`config.mk`:
```
export PLATFORM = sky130hd
export DESIGN_NAME = lane_bus_arbiter
export DESIGN_NICKNAME = d
export VERILOG_FILES = /design/src/rtl/lane_bus_pkg.sv /design/src/rtl/lane_bus_arbiter_rr_pick.sv /design/src/rtl/lane_bus_arbiter.sv
export SDC_FILE = /design/constraint.sdc
export NUM_CORES = 1
export LEC_CHECK = 0
export CORE_MARGIN = 2
export CORE_UTILIZATION = 34
export CTS_BUF_LIST = sky130_fd_sc_hd__clkbuf_4 sky130_fd_sc_hd__clkbuf_8 sky130_fd_sc_hd__clkbuf_16
export CTS_CLUSTER_DIAMETER = 150
export DETAILED_ROUTE_END_ITERATION = 10
export PLACE_DENSITY = 0.75
export RECOVER_POWER = 25
export SETUP_SLACK_MARGIN = 0.3
export SYNTH_ARGS = -nofsm -noshare
export SYNTH_HDL_FRONTEND = slang
export SYNTH_SLANG_ARGS = --single-unit
```
`constraint.sdc`:
```
create_clock -name clk -period 1.5 [get_ports clk]
set_clock_uncertainty 0.05 [all_clocks]
set_input_delay 0.3 -clock clk [delete_from_list [all_inputs] [get_ports clk]]
set_output_delay 0.3 -clock clk [all_outputs]
set_load 0.02 [all_outputs]
```
`src/rtl/lane_bus_pkg.sv`:
```
// lane_bus_pkg: shared types for the lane bus arbiter slice.
// Holds default lane geometry, the beat payload type and FSM states.
package lane_bus_pkg;

  localparam int NLANE_D = 3;
  localparam int DW_D    = 8;

  typedef logic [0:NLANE_D-1][DW_D-1:0] lane_beat_t;

  typedef enum logic {
    IDLE = 1'b0,
    LOCK = 1'b1
  } arb_state_e;

  // Index width for n requesters, never below one bit.
  function automatic int idx_w(input int n);
    return (n > 1) ? $clog2(n) : 1;
  endfunction

endpackage

```
`src/rtl/lane_bus_arbiter_rr_pick.sv`:
```
// rr_pick: combinational round-robin priority picker.
// Ports: req_i request vector, last_i previous winner,
//        found_o any request, win_o first request after last_i.
module rr_pick
  import lane_bus_pkg::*;
#(
  parameter  int N  = 2,
  localparam int IW = idx_w(N)
) (
  input  logic [N-1:0]  req_i,
  input  logic [IW-1:0] last_i,
  output logic          found_o,
  output logic [IW-1:0] win_o
);

  int idx;

  // Scan last_i+1 .. last_i+N modulo N; the first hit wins.
  always_comb begin
    found_o = 1'b0;
    win_o   = '0;
    idx     = 0;
    for (int k = 1; k <= N; k++) begin
      idx = (int'(last_i) + k) % N;
      if (!found_o && req_i[IW'(idx)]) begin
        found_o = 1'b1;
        win_o   = IW'(idx);
      end
    end
  end

endmodule

```
`src/rtl/lane_bus_arbiter.sv`:
```
// lane_bus_arbiter: round-robin burst arbiter for a multi-lane byte bus.
// Ports: req_valid/req_last/req_data/req_ready per producer;
//        out_valid/out_last/out_data/out_src/out_ready to the consumer;
//        busy (grant locked), owner (last grant), err_burst (forced release).
module lane_bus_arbiter
  import lane_bus_pkg::*;
#(
  parameter  int NREQ      = 2,
  parameter  int NLANE     = NLANE_D,
  parameter  int DW        = DW_D,
  parameter  int MAX_BURST = 16,
  localparam int IDW       = idx_w(NREQ)
) (
  input  logic                                clk,
  input  logic                                rst_n,
  input  logic [NREQ-1:0]                     req_valid,
  input  logic [NREQ-1:0]                     req_last,
  input  logic [NREQ-1:0][0:NLANE-1][DW-1:0]  req_data,
  output logic [NREQ-1:0]                     req_ready,
  output logic                                out_valid,
  output logic                                out_last,
  output logic [0:NLANE-1][DW-1:0]            out_data,
  output logic [IDW-1:0]                      out_src,
  input  logic                                out_ready,
  output logic                                busy,
  output logic [IDW-1:0]                      owner,
  output logic                                err_burst
);

  localparam int CW = $clog2(MAX_BURST + 1);

  arb_state_e state_q, state_d;
  logic [CW-1:0] cnt_q, cnt_d;

  logic           accept;
  logic           found;
  logic           fire;
  logic           last_w;
  logic           forced;
  logic [IDW-1:0] win;
  logic [IDW-1:0] sel;
  logic [CW-1:0]  beats;

  rr_pick #(
    .N(NREQ)
  ) u_pick (
    .req_i  (req_valid),
    .last_i (owner),
    .found_o(found),
    .win_o  (win)
  );

  // accept only looks at the output register, so out_ready reaches
  // req_ready through this single term.
  always_comb begin
    accept  = !out_valid || out_ready;
    sel     = (state_q == LOCK) ? owner : win;
    fire    = accept &&
              ((state_q == LOCK) ? req_valid[owner] : found);
    req_ready = '0;
    if (fire) req_ready[sel] = 1'b1;
    last_w  = req_last[sel];
    beats   = (state_q == LOCK) ? cnt_q + 1'b1 : CW'(1);
    // A non-last beat that fills the burst budget ends the grant.
    forced  = !last_w && (beats == CW'(MAX_BURST));
    state_d = state_q;
    cnt_d   = cnt_q;
    if (fire) begin
      if (!last_w && !forced) begin
        state_d = LOCK;
        cnt_d   = beats;
      end else begin
        state_d = IDLE;
        cnt_d   = '0;
      end
    end
  end

  always_ff @(posedge clk or negedge rst_n) begin
    if (!rst_n) begin
      state_q   <= IDLE;
      cnt_q     <= '0;
      owner     <= IDW'(NREQ - 1);
      out_valid <= 1'b0;
      out_last  <= 1'b0;
      out_data  <= '0;
      out_src   <= '0;
      err_burst <= 1'b0;
    end else begin
      state_q   <= state_d;
      cnt_q     <= cnt_d;
      err_burst <= fire && forced;
      if (fire) begin
        owner     <= sel;
        out_valid <= 1'b1;
        out_last  <= last_w || forced;
        out_data  <= req_data[sel];
        out_src   <= sel;
      end else if (out_ready) begin
        out_valid <= 1'b0;
      end
    end
  end

  assign busy = (state_q == LOCK);

endmodule

```
Word-level counts from Yosys, hierarchy flattened
Cells that the tools add are included.
{"block": "totals", "regBits": 35, "latch_bits": 0, "ramBits": 0, "rom_bits": 0, "in_bits": 55, "out_inout_bits": 32, "wordCells": 56, "n_memories": 0}
{"block": "classes", "add_sub_neg": 3, "mul": 0, "n_div": 0, "n_lt_le_gt_ge": 5, "eq_ne": 1, "shift": 0, "n_mux": 24, "bitwise_logic": 0, "reduce_logical": 13}
{"op": "two-way mux 24 bit", "n": 2}
{"op": "two-way mux 1 bit", "n": 18}
{"op": "two-way mux 5 bit", "n": 2}
{"op": "logical AND 1 bit", "n": 6}
{"op": "< comparator 1 x 3 -> 1 bit (second input constant)", "n": 2}
{"op": "adder 5 x 1 -> 5 bit (second input constant)", "n": 1}
{"op": "== test 5 bit (second input constant)", "n": 1}
{"op": "zero test 1 bit", "n": 4}
{"op": "< comparator 1 x 2 -> 1 bit (second input constant)", "n": 2}
{"op": "adder 1 bit (second input constant)", "n": 2}
{"op": "logical OR 1 bit", "n": 2}
{"op": "two-way mux 2 bit", "n": 1}
{"op": "nonzero test 2 bit", "n": 1}
{"op": "demux 1 bit (select 1 bit)", "n": 1}
{"op": ">= comparator 1 bit (second input constant)", "n": 1}

Depth between registers and ports, before layout
Gate-level depths: netlist (run 1).
{"block": "depth", "ltp_word": 16, "mapped_depth": 7, "mapped_depth_nobuf": 5}

Cells and area by module
Synthesis (run 1) repeated with hierarchy kept, for this count alone.
{"block": "unflattened", "hier_cells": 161, "hier_area_um2": 1691.6}
{"mod": "lane_bus_arbiter", "n_inst": 1, "cells_per_inst": 159, "area_each_um2": 1670.4, "seq_area_each_um2": 877.1}
{"mod": "rr_pick", "n_inst": 1, "cells_per_inst": 2, "area_each_um2": 21.3, "seq_area_each_um2": 0.0}

Worst setup path after synthesis (run 1)
No wires, ideal clock.
{"block": "synth_path", "path_type": "reg-to-output", "startpoint": "reg state_q (netlist: busy)", "endpoint": "out req_ready[1]", "arrival_time_ps": 1307, "required_ps": 1150, "slack_ps": -157, "stages_incl_launch_ff": 6, "path_buffers": 2, "cell_sequence": "dfrtp_1 > buf_6 > nor3b_1 > o21ai_2 > inv_1 > buf_2"}
{"block": "synth_between", "elab_chain_cells": 6, "word_cells_on_any_way": 9, "classes_between": "order compare (2); mux (5); reduce/logical (2)"}
{"item": "start: declaration", "line_no": "lane_bus_arbiter.sv:32", "text": "arb_state_e state_q, state_d;"}
{"item": "start signal: assignment", "line_no": "lane_bus_arbiter.sv:90", "text": "state_q <= state_d;"}
{"item": "two-way mux 1 bit", "line_no": "lane_bus_arbiter.sv:57", "text": "sel = (state_q == LOCK) ? owner : win;"}
{"item": "< comparator 1 x 2 -> 1 bit (not written as such) / >= comparator 1 bit (equally long branches)", "line_no": "lane_bus_arbiter.sv:61", "text": "if (fire) req_ready[sel] = 1'b1;"}
{"item": "logical AND 1 bit (not written as such)", "line_no": "lane_bus_arbiter.sv:61"}
{"item": "two-way mux 1 bit (not written as such)", "line_no": "lane_bus_arbiter.sv:61"}
{"item": "demux 1 bit (select 1 bit)", "line_no": "lane_bus_arbiter.sv:61"}
{"item": "two-way mux 2 bit *", "line_no": "lane_bus_arbiter.sv:61"}
{"item": "end: declaration", "line_no": "lane_bus_arbiter.sv:19", "text": "output logic [NREQ-1:0] req_ready,"}
Every way passes the cells marked *; elsewhere a longest branch is shown, timed or not.

Final worst setup path (run 1)
{"block": "layout_path", "startpoint": "reg owner", "endpoint": "reg cnt_q[4]"}
{"block": "layout_between", "elab_chain_cells": 11, "word_cells_on_any_way": 16, "classes_between": "add/sub (2); mux (9); reduce/logical (5)"}
{"item": "start: declaration", "line_no": "lane_bus_arbiter.sv:26", "text": "output logic [IDW-1:0] owner,"}
{"item": "start signal: assignment", "line_no": "lane_bus_arbiter.sv:83", "text": "owner <= IDW'(NREQ - 1);"}
{"item": "start signal: assignment", "line_no": "lane_bus_arbiter.sv:94", "text": "owner <= sel;"}
{"item": "adder 1 bit", "line_no": "lane_bus_arbiter_rr_pick.sv:24", "text": "idx = (int'(last_i) + k) % N;"}
{"item": "two-way mux 1 bit (2 in a row)", "line_no": "lane_bus_arbiter_rr_pick.sv:25", "text": "if (!found_o && req_i[IW'(idx)]) begin"}
{"item": "two-way mux 1 bit", "line_no": "lane_bus_arbiter.sv:57"}
{"item": "two-way mux 1 bit (not written as such) (2 in a row)", "line_no": "lane_bus_arbiter.sv:62", "text": "last_w = req_last[sel];"}
{"item": "zero test 1 bit", "line_no": "lane_bus_arbiter.sv:65, lane_bus_arbiter.sv:69"}
{"item": "logical AND 1 bit", "line_no": "lane_bus_arbiter.sv:65", "text": "forced = !last_w && (beats == CW'(MAX_BURST));"}
{"item": "zero test 1 bit", "line_no": "lane_bus_arbiter.sv:69", "text": "if (!last_w && !forced) begin"}
{"item": "logical AND 1 bit", "line_no": "lane_bus_arbiter.sv:69"}
{"item": "two-way mux 5 bit", "line_no": "lane_bus_arbiter.sv:69"}
{"item": "end signal: assignment", "line_no": "lane_bus_arbiter.sv:91", "text": "cnt_q <= cnt_d;"}
{"item": "end: declaration", "line_no": "lane_bus_arbiter.sv:33", "text": "logic [CW-1:0] cnt_q, cnt_d;"}
Parallel ways exist; a longest one is shown, timed or not. The select of a mux whose other input is x is not followed.
A chain may end at the register's enable or synchronous reset.

==> results.toml, run 1 <==
[placed_design]
gp_congestion = 0.684
io_buffer_count = 86
hpwl_um = 3140
placed_area_um2 = 2550
place_inst = 280

[die]
coreArea_um2 = 4350
io_pins = 87
die_w_um = 71.3
fp-row-count = 24
initial_core_util_pct = 35.3
dieHeight_um = 71.3
die_area_um2 = 5080

[logic_synthesis]
synthDistinctLibCells = 32
synthCells = 132
synth-async-reset-ratio_pct = 100
syn_area_um2 = 1540
yosys_warnings = 0
synth_edf_count = 0
netlist_top_cells_area = "dfrtp_1 55%, a222oi_1 16%, inv_1 6.8%, dfstp_2 1.7%, xor2_1 1.7%"
synth_top_area_share_pct = 55.3
syn_avg_cell_area_um2 = 11.7
synth_seq_cells = 35
synth_ff_type = "dfrtp_1"
synth.largest_area_cell = "dfrtp_1"
seq_area_frac_synth_pct = 57.0
synth_fp_nets = 188

[min_path]
whs_endpoint = "owner$_DFFE_PN1P_"
min_path_type = "input pin to flip-flop"
min_path_cells = 4
min-delay-start = "req_valid[0]"

[setup_path]
max_stage_delay_ps = 570
ff2ff_path_depth = 5
r2r_slack_ps = -240
critical_path_class = "flip-flop to flip-flop"
critPathBufInv = 1
cp-start-kind = "flip-flop"
path_cells = "xor2_1 -> nand3_2 -> buf_6 -> o22a_1 -> o41ai_2"
worstPathMaxFanout = 4
arrival_ps = 1870
critPathLaunch = "owner$_DFFE_PN1P_"
slowest_stage = "dfstp_2"
crit_family = "flip-flops"
rr_startpoint = "owner$_DFFE_PN1P_"
crit_path_end_kind = "flip-flop"
r2r_end = "cnt_q[4]$_DFFE_PN0P_"
required_ps = 1630

[cts]
cts_buffers = 5
clockBufferDepth = 2
clkLatencyLatePin_ps = 290
cts_tree = "done"
cts_root_buffer = "clkbuf_8"
htreeDepth = 2
clk_pin_slew_ps = 70
cts.sinks = 35

[final_layout]
antenna_cells = 0
area_growth_pct = 77.9
nets = 302
fin_cells = 299
multiInputGateArea_um2 = 548
fillers = 368
drive_gt1_share_pct = 34.4
design_area_um2 = 2740
area.sequential_um2 = 878

[detailed_routing]
routed_wl_um = 4680
drtIter0Drc = 118
postRouteAntennaNets = 0
wl_per_cell_um = 15.6
first_pass_iters = 5
drc = 0
vias = 1538
drt-vias-per-instance = 5.14

[sta]
tightest_slew_ps = 479
report.final.slew_viol_count = 0
max_freq_mhz = 575
fin_ws_ps = -238
slew_headroom_pct = 68.1
setup_viol = 34
hold_viol_final = 0
fin_crit_ps = 1740
fin_crit_sh_pct = 116
rsz0062_at_grt = "yes"

[global_routing]
grt_use_total_pct = 17.7
grt_overflow_total = 0
antenna_found_initial = 0
grt_first_pass_wirelength_um = 7060
grt_max_degree = 27
grt_pass1_vias = 1539

[run_status]
violations = "negative setup slack"
status = "finished, violations left"

[job]
maxCapViolCount = 0

[pwr]
pwr_density_cell_nw_per_um2 = 1960
ir_drop_v = 0.000934
p_leak_uw = 0.00137
-- flip-flops by register name, summed over array words and instances (netlist names) --
register,cells
out_last,1
out_data,24
owner,1
out_src,1
out_valid,1
busy,1
err_burst,1
cnt_q,5
-- tightest hold or removal path, stage by stage --
cell            delay (ps)
dlymetal6s2s_1         110
buf_6                  110
a21oi_1                 60
nor2_1                 100
-- placed cells by master, fill, tap and decap left out --
cell type / count
buf_6: 16
buf_2: 21
clkdlybuf4s50_1: 52
a32o_1: 2
inv_2: 1
dfstp_2: 1
dfrtp_2: 1
o21ai_2: 3
buf_4: 21
a21boi_4: 1
dfrtp_1: 33
nor2_1: 2
inv_4: 1
mux2i_1: 1
clkbuf_4: 1
nand2_1: 5
clkbuf_2: 1
and3_4: 1
a2bb2oi_2: 1
and2_1: 1
or3_4: 1
ha_2: 1
xor2_1: 3
a21oi_1: 2
inv_1: 27
nand2b_1: 2
a22o_1: 2
o41ai_2: 1
o22a_1: 1
nor3_4: 1
dlygate4sd3_1: 1
nand3_2: 1
o22ai_2: 1
nor3b_1: 1
dlymetal6s2s_1: 1
nand3_1: 2
a222oi_1: 24
buf_12: 2
clkbuf_8: 7
-- synth_stat cells, types with 2 or more instances --
cell	instances
xor2_1	3
nor2_1	2
dfrtp_1	34
a21oi_1	2
nand2b_1	2
nand3_1	2
a32o_1	2
buf_2	5
a222oi_1	24
a22o_1	2
nand2_1	5
inv_1	28
buf_6	2
-- power breakdown --
group | internal [uW] | switching [uW] | leakage, uW
sequential | 1370 | 243 | 0.000432
clock | 437 | 328 | 0.0000549
combinational | 1450 | 1550 | 0.000882
-- how the worst max path moves through the flow --
stage | endpoint | slack [ps] | cells after the start
floorplan | cnt_q[4]$_DFFE_PN0P_ | -90 | 4
global placement | req_ready[1] | -680 | 5
detailed placement | req_ready[1] | -660 | 5
CTS | cnt_q[4]$_DFFE_PN0P_ | -240 | 5
global route | req_ready[0] | -310 | 4
finish | cnt_q[4]$_DFFE_PN0P_ | -240 | 5
-- area by class of cell --
cell class,instances,share of cell area [%]
Timing Repair Buffer,115,37.7
Sequential cell,35,32.1
Clock buffer,8,3.79
Tap cell,52,2.38
Inverter,29,4.07
Multi-Input combinational cell,60,20.0
-- logic make-up after synthesis --
kind of cell | synth area share (%)
buffers and inverters | 10.6
and+or+nand+nor | 6.18
AOI/OAI and AO/OA | 23.0
adders and majority gates | 0.813
muxes | 0.650
DFF | 57.0
xor gates and xnor gates | 1.71
-- routing by layer --
| metal | vias to the layer above | share of wire [%] | GRT usage (%) |
|---|---|---|---|
| met2 | 51 | 51 | 30.6 |
| li1 | 724 | - | - |
| met4 | 0 | 1.8 | 7.55 |
| met1 | 756 | 41 | 21.6 |
| met5 | - | 0 | 0 |
| met3 | 7 | 5.7 | 3.52 |
-- stage by stage --
stage | total power, uW | TNS [ps] | setup WS (ps) | hold slack [ps] | util [%]
after CTS | 5090 | -2770 | -242 | 444 | 59.9
final | 5380 | -3080 | -238 | 380 | 62.9
after global placement | 4440 | -15130 | -680 | 213 | 58.7
after detailed placement | 4490 | -15040 | -665 | 219 | 58.7
after floorplan | 3200 | -1850 | -87.1 | -45.6 | -
after global routing | 5710 | -6080 | -312 | 419 | 62.9
-- timing repair --
action,in CTS,in global routing
pin swaps,2,2
hold endpoints to repair,15,0
setup endpoints to repair,66,47
gates resized for setup,152,18
hold buffers,1,0
buffers inserted,1,9
Power figures use the tool's default switching activity.
==> inputs of run 2 (changes only) <==
--- a/config.mk
+++ b/config.mk
@@ -6,13 +6,14 @@
 export NUM_CORES = 1
 export LEC_CHECK = 0
 export CORE_MARGIN = 2
-export CORE_UTILIZATION = 34
+export CORE_UTILIZATION = 55
 export CTS_BUF_LIST = sky130_fd_sc_hd__clkbuf_4 sky130_fd_sc_hd__clkbuf_8 sky130_fd_sc_hd__clkbuf_16
 export CTS_CLUSTER_DIAMETER = 150
 export DETAILED_ROUTE_END_ITERATION = 10
-export PLACE_DENSITY = 0.75
+export DONT_BUFFER_PORTS = 1
+export MAX_ROUTING_LAYER = met4
+export PLACE_DENSITY = 0.73
 export RECOVER_POWER = 25
-export SETUP_SLACK_MARGIN = 0.3
 export SYNTH_ARGS = -nofsm -noshare
 export SYNTH_HDL_FRONTEND = slang
 export SYNTH_SLANG_ARGS = --single-unit
==> run 2 against run 1 <==
The run still ends with negative setup slack left. Critical endpoint is now req_ready[0]. Critical path type is now flip-flop to output port. Worst setup slack got worse by 60 ps. Design area fell by 29%. First-iteration DRC count rose by 10%. Largest cell class is now sequential cells. Power fell by 15%. Global-route usage rose by 7.4 points. Hold slack got worse by 350 ps. Clock-buffer cell count fell by 2. Maximum frequency fell by 3.3%.
==> results.toml, run 2 (synthesis results as in run 1) <==
[run_status]
status = "finished, violations left"
violations = "negative setup slack"

[die]
io_pins = 87
die_area_um2 = 3240
initial_core_util_pct = 56.8
dieHeight_um = 56.9
fp-row-count = 19
coreArea_um2 = 2710
die_w_um = 56.9

[placed_design]
preCtsSetupSlack_ps = -156
hpwl_um = 2470
placed_area_um2 = 1660
io_buffer_count = 0
gp_congestion = 0.783

[pwr]
p_clk_share_pct = 11.1
combPwrFrac_pct = 42.6
pwr_density_cell_nw_per_um2 = 2370
ir_drop_v = 0.00171
seqPwrFrac_pct = 46.3
switching_share_pct = 43.2
p_int_uw = 2610
power.switching_uw = 1990
p_leak_uw = 0.000980
power_uw = 4600

[final_layout]
fillers = 213
final_common_cell = "dfrtp_1"
largest_register_ffs = 24
largest_register = "out_data"
layout_common_cells = "33 x dfrtp_1, 27 x inv_1, 24 x a222oi_1"
reg_top3 = "out_data (24), cnt_q (5)"
design_area_um2 = 1940
drive_gt1_share_pct = 30.4
nets = 214
area_growth_pct = 25.9
antenna_cells = 0

[detailed_routing]
first_pass_iters = 7
drc = 0
drt-vias-per-instance = 6.72
vias = 1271
wl_per_cell_um = 20.4
postRouteAntennaNets = 0
routed_wl_um = 3860
drtIter0Drc = 130

[sta]
setup-tns-final_ps = -7070
max_freq_mhz = 556
hold_viol_final = 0
fin_crit_ps = 1800
fin_crit_sh_pct = 120
rsz0062_at_grt = "yes"
fin_ws_ps = -298
report.final.slew_viol_count = 0
tightest_slew_ps = 830
setup_viol = 34
slew_headroom_pct = 44.7

[setup_path]
worstPathMaxFanout = 13
critical_path_class = "flip-flop to output port"
path_cells = "xor2_1 -> nand3_2 -> inv_8"
crit_path_end_kind = "output port"
arrival_ps = 1450
slowest_stage = "dfstp_2"
cp-start-kind = "flip-flop"
required_ps = 1150
max_stage_delay_ps = 580

[global_routing]
grt_overflow_total = 0
grt_max_degree = 36
antenna_found_initial = 0
grt_first_pass_wirelength_um = 5820
grt_pass1_vias = 1229
grt_use_total_pct = 25.1

[cts]
cts_tree = "done"
cts_buffers = 5
clkLatencyLatePin_ps = 330
cts_root_buffer = "clkbuf_4"
clk_pin_slew_ps = 100
htreeDepth = 2
cts.sinks = 35
clockBufferDepth = 2

[min_path]
min_path_type = "input pin to flip-flop"

[job]
maxCapViolCount = 0
run 2: final cells by class:
type | count | area [um^2] | share of cell area, %
Clock buffer | 6 | 51.3 | 2.65
Clock inverter | 1 | 5.00 | 0.258
Inverter | 29 | 116 | 6.00
Multi-Input combinational cell | 60 | 557 | 28.7
Sequential cell | 35 | 878 | 45.3
Tap cell | 31 | 38.8 | 2.00
Timing Repair Buffer | 26 | 285 | 14.7
Timing Repair inverter | 1 | 6.26 | 0.323
run 2: layer usage:
layer	up-vias	global-route usage (%)	routed length [um]
met4	0	7.97	84
met3	11	8.29	321
met1	633	28.0	1430
met5	-	-	0
li1	546	-	-
met2	81	42.4	2020
run 2: worst paths after layout:
path,slack (ps),cells past startpoint,end,startpoint
max,-300,3,req_ready[0],owner$_DFFE_PN1P_
min,30,2,out_data[7]$_DFFE_PN0P_,req_data[31]
max reg2reg,-260,7,out_data[13]$_DFFE_PN0P_,owner$_DFFE_PN1P_
min reg2reg,480,2,cnt_q[4]$_DFFE_PN0P_,cnt_q[4]$_DFFE_PN0P_
max in group asynchronous,240,2,busy$_DFFE_PN0P_,rst_n
min in group asynchronous,580,2,out_data[2]$_DFFE_PN0P_,rst_n
run 2: power groups by stage:
| stage | Clock [uW] | Combinational (uW) | Sequential, uW |
|---|---|---|---|
| 2_1_floorplan | 0 | 1120 | 2090 |
| 3_3_place_gp | 0 | 1400 | 2100 |
| 3_5_place_dp | 0 | 1490 | 2120 |
| 4_1_cts | 519 | 1870 | 2110 |
| 5_1_grt | 580 | 2130 | 2160 |
| 6_report | 510 | 1960 | 2130 |
run 2: what timing repair did:
item	4_1_cts	5_1_grt
hold buffers	2	0
hold endpoints to repair	35	0
cloned	3	0
setup endpoints to repair	35	37
gates resized for setup	11	4
pin swaps	3	4
setup buffers	6	3
run 2: per-stage QoR:
step                cells  util [%]  hold WS, ps
finish                189      71.5         31.2
global route          189      71.5         2.59
CTS                   186      70.2         30.1
detailed placement    168      61.3        -44.9
global placement      168      61.3        -44.8
floorplan             132         -        -45.6
run 2: worst max-delay path: cells and delay by family, from the launching register on:
kind / cells / cell delay [ps]
flops: 1 / 580
xor+xnor: 1 / 180
simple gates: 1 / 180
buf+inv: 1 / 170
==> inputs of run 3 (changes only) <==
--- a/config.mk
+++ b/config.mk
@@ -16,4 +16,5 @@
 export RECOVER_POWER = 25
 export SYNTH_ARGS = -nofsm -noshare
 export SYNTH_HDL_FRONTEND = slang
+export SYNTH_HIERARCHICAL = 1
 export SYNTH_SLANG_ARGS = --single-unit
==> run 3 against run 2 <==
The flow still finishes with violations (negative setup slack). Synthesized cell count increased by 22%. Highest routed layer unchanged. Largest power group is now combinational logic. Die area increased by 9.2%. Non-clock buffer count increased by 5.
==> results.toml, run 3 <==
[logic_synthesis]
synth.largest_area_cell = "dfrtp_1"
synth_edf_count = 0
synthCells = 161
synth_seq_cells = 35
syn_avg_cell_area_um2 = 10.5
synth_common_cells = "34 x dfrtp_1, 29 x mux2i_1, 29 x nand2_1"
synth_top_area_share_pct = 50.3
seq_area_frac_synth_pct = 51.8
yosys_warnings = 6
netlist_top_cells_area = "dfrtp_1 50%, mux2i_1 17%, nand2_1 6.4%, o21ai_0 5.9%, buf_2 1.8%"
syn_area_um2 = 1690
synthDistinctLibCells = 26
yosys.cell_count.top_type = "dfrtp_1"
synth_fp_nets = 217
synth-async-reset-ratio_pct = 100
synth_ff_type = "dfrtp_1"

[setup_path]
critical_path_class = "flip-flop to output port"
required_ps = 1150
cp-start-kind = "flip-flop"
crit_path_end_kind = "output port"
rr_startpoint = "owner$_DFFE_PN1P_"
arrival_ps = 1580
worstPathMaxFanout = 4
critPathLaunch = "owner$_DFFE_PN1P_"

[final_layout]
reg_top3 = "out_data (24), cnt_q (5)"
final_common_cell = "dfrtp_1"
area_growth_pct = 27.2
largest_register = "out_data"
layout_common_cells = "33 x dfrtp_1, 28 x nand2_1, 26 x mux2i_1"
nets = 244
antenna_cells = 0
drive_gt1_share_pct = 29.1
largest_register_ffs = 24
design_area_um2 = 2150

[sta]
max_freq_mhz = 517
hold_viol_final = 0
setup-tns-final_ps = -10590
fin_crit_ps = 1930
slew_headroom_pct = 44.0
fin_ws_ps = -433
setup_viol = 37
report.final.slew_viol_count = 0
tightest_slew_ps = 840
fin_crit_sh_pct = 129
rsz0062_at_grt = "yes"

[placed_design]
gp_congestion = 0.855
placed_area_um2 = 1860
io_buffer_count = 0
hpwl_um = 2590
preCtsSetupSlack_ps = -204

[detailed_routing]
wl_per_cell_um = 17.8
drt-vias-per-instance = 5.89
vias = 1308
drtIter0Drc = 33
routed_wl_um = 3950
postRouteAntennaNets = 0
first_pass_iters = 4
drc = 0

[die]
dieHeight_um = 59.5
coreArea_um2 = 2980
die_w_um = 59.5
io_pins = 87
initial_core_util_pct = 56.8
die_area_um2 = 3540
fp-row-count = 20

[cts]
clockBufferDepth = 2
htreeDepth = 2
clkLatencyLatePin_ps = 350
clk_pin_slew_ps = 120
cts.sinks = 35
cts_buffers = 5
cts_root_buffer = "clkbuf_4"
cts_tree = "done"

[pwr]
power_uw = 5300
ir_drop_v = 0.00122
p_leak_uw = 0.00106
pwr_density_cell_nw_per_um2 = 2460

[global_routing]
grt_use_total_pct = 24.2
antenna_found_initial = 0
grt_pass1_vias = 1253
grt_overflow_total = 0
grt_first_pass_wirelength_um = 6010
grt_max_degree = 36

[run_status]
violations = "negative setup slack"
status = "finished, violations left"

[min_path]
min_path_type = "input pin to flip-flop"
min-delay-start = "req_data[47]"

[job]
maxCapViolCount = 0
-- run 3: per-layer routing --
layer / part of all wire, % / global-route usage (%)
met1: 39 / 28.4
met4: 1.8 / 9.74
met5: 0 / -
met2: 51 / 38.0
met3: 7.6 / 8.30
-- run 3: report_power, final --
group | switching, uW | internal (uW) | total [uW]
combinational | 1220 | 1450 | 2670
sequential | 757 | 1370 | 2120
clock | 330 | 179 | 509
-- run 3: final timing paths --
| check | end | slack (ps) | depth (start not counted) |
|---|---|---|---|
| max | req_ready[0] | -430 | 4 |
| max reg2reg | cnt_q[2]$_DFFE_PN0P_ | -390 | 7 |
| min | out_data[23]$_DFFE_PN0P_ | 80 | 2 |
| max in group asynchronous | busy$_DFFE_PN0P_ | 280 | 2 |
| min in group asynchronous | out_data[23]$_DFFE_PN0P_ | 540 | 2 |
| min reg2reg | cnt_q[4]$_DFFE_PN0P_ | 510 | 1 |
-- run 3: layout make-up --
cell class / count / area, um^2
inverter: 1 / 3.75
clock inverter: 3 / 20.0
timing repair buffer: 31 / 357
sequential: 35 / 878
fill: 195 / 826
tap: 33 / 41.3
clock buffer: 5 / 37.5
multi-input combinational: 114 / 815
-- run 3: kinds of logic (layout without fill, tap and decap cells) --
group           after synthesis  in the layout  share of synthesized area [%]
compound gates               36             36                           13.0
mux                          29             29                           17.2
buf+inv                      12             40                           3.99
fa+ha+maj                     1              1                          0.740
simple gates                 46             46                           12.2
flops                        35             35                           51.8
xor+xnor                      2              2                           1.04
-- run 3: stage by stage --
stage | hold WS, ps | utilization [%] | instances
6_report | 79.5 | 72.3 | 222
4_1_cts | 66.7 | 71.7 | 220
3_5_place_dp | -44.9 | 62.6 | 201
3_3_place_gp | -44.8 | 62.6 | 201
2_1_floorplan | -45.6 | - | 161
5_1_grt | 60.9 | 72.3 | 222
-- run 3: worst max-delay path: stages (launching register included) --
cell and delay, ps:
dfstp_2 580, buf_12 110, nor2b_4 40, mux2i_4 260, and2_4 250
-- run 3: what timing repair did --
action	4_1_cts	5_1_grt
gates cloned	2	0
buffers inserted	8	5
gates resized for setup	40	6
hold endpoints to repair	35	0
pin swaps	5	2
endpoints found under the setup margin	37	37
hold buffers	2	0
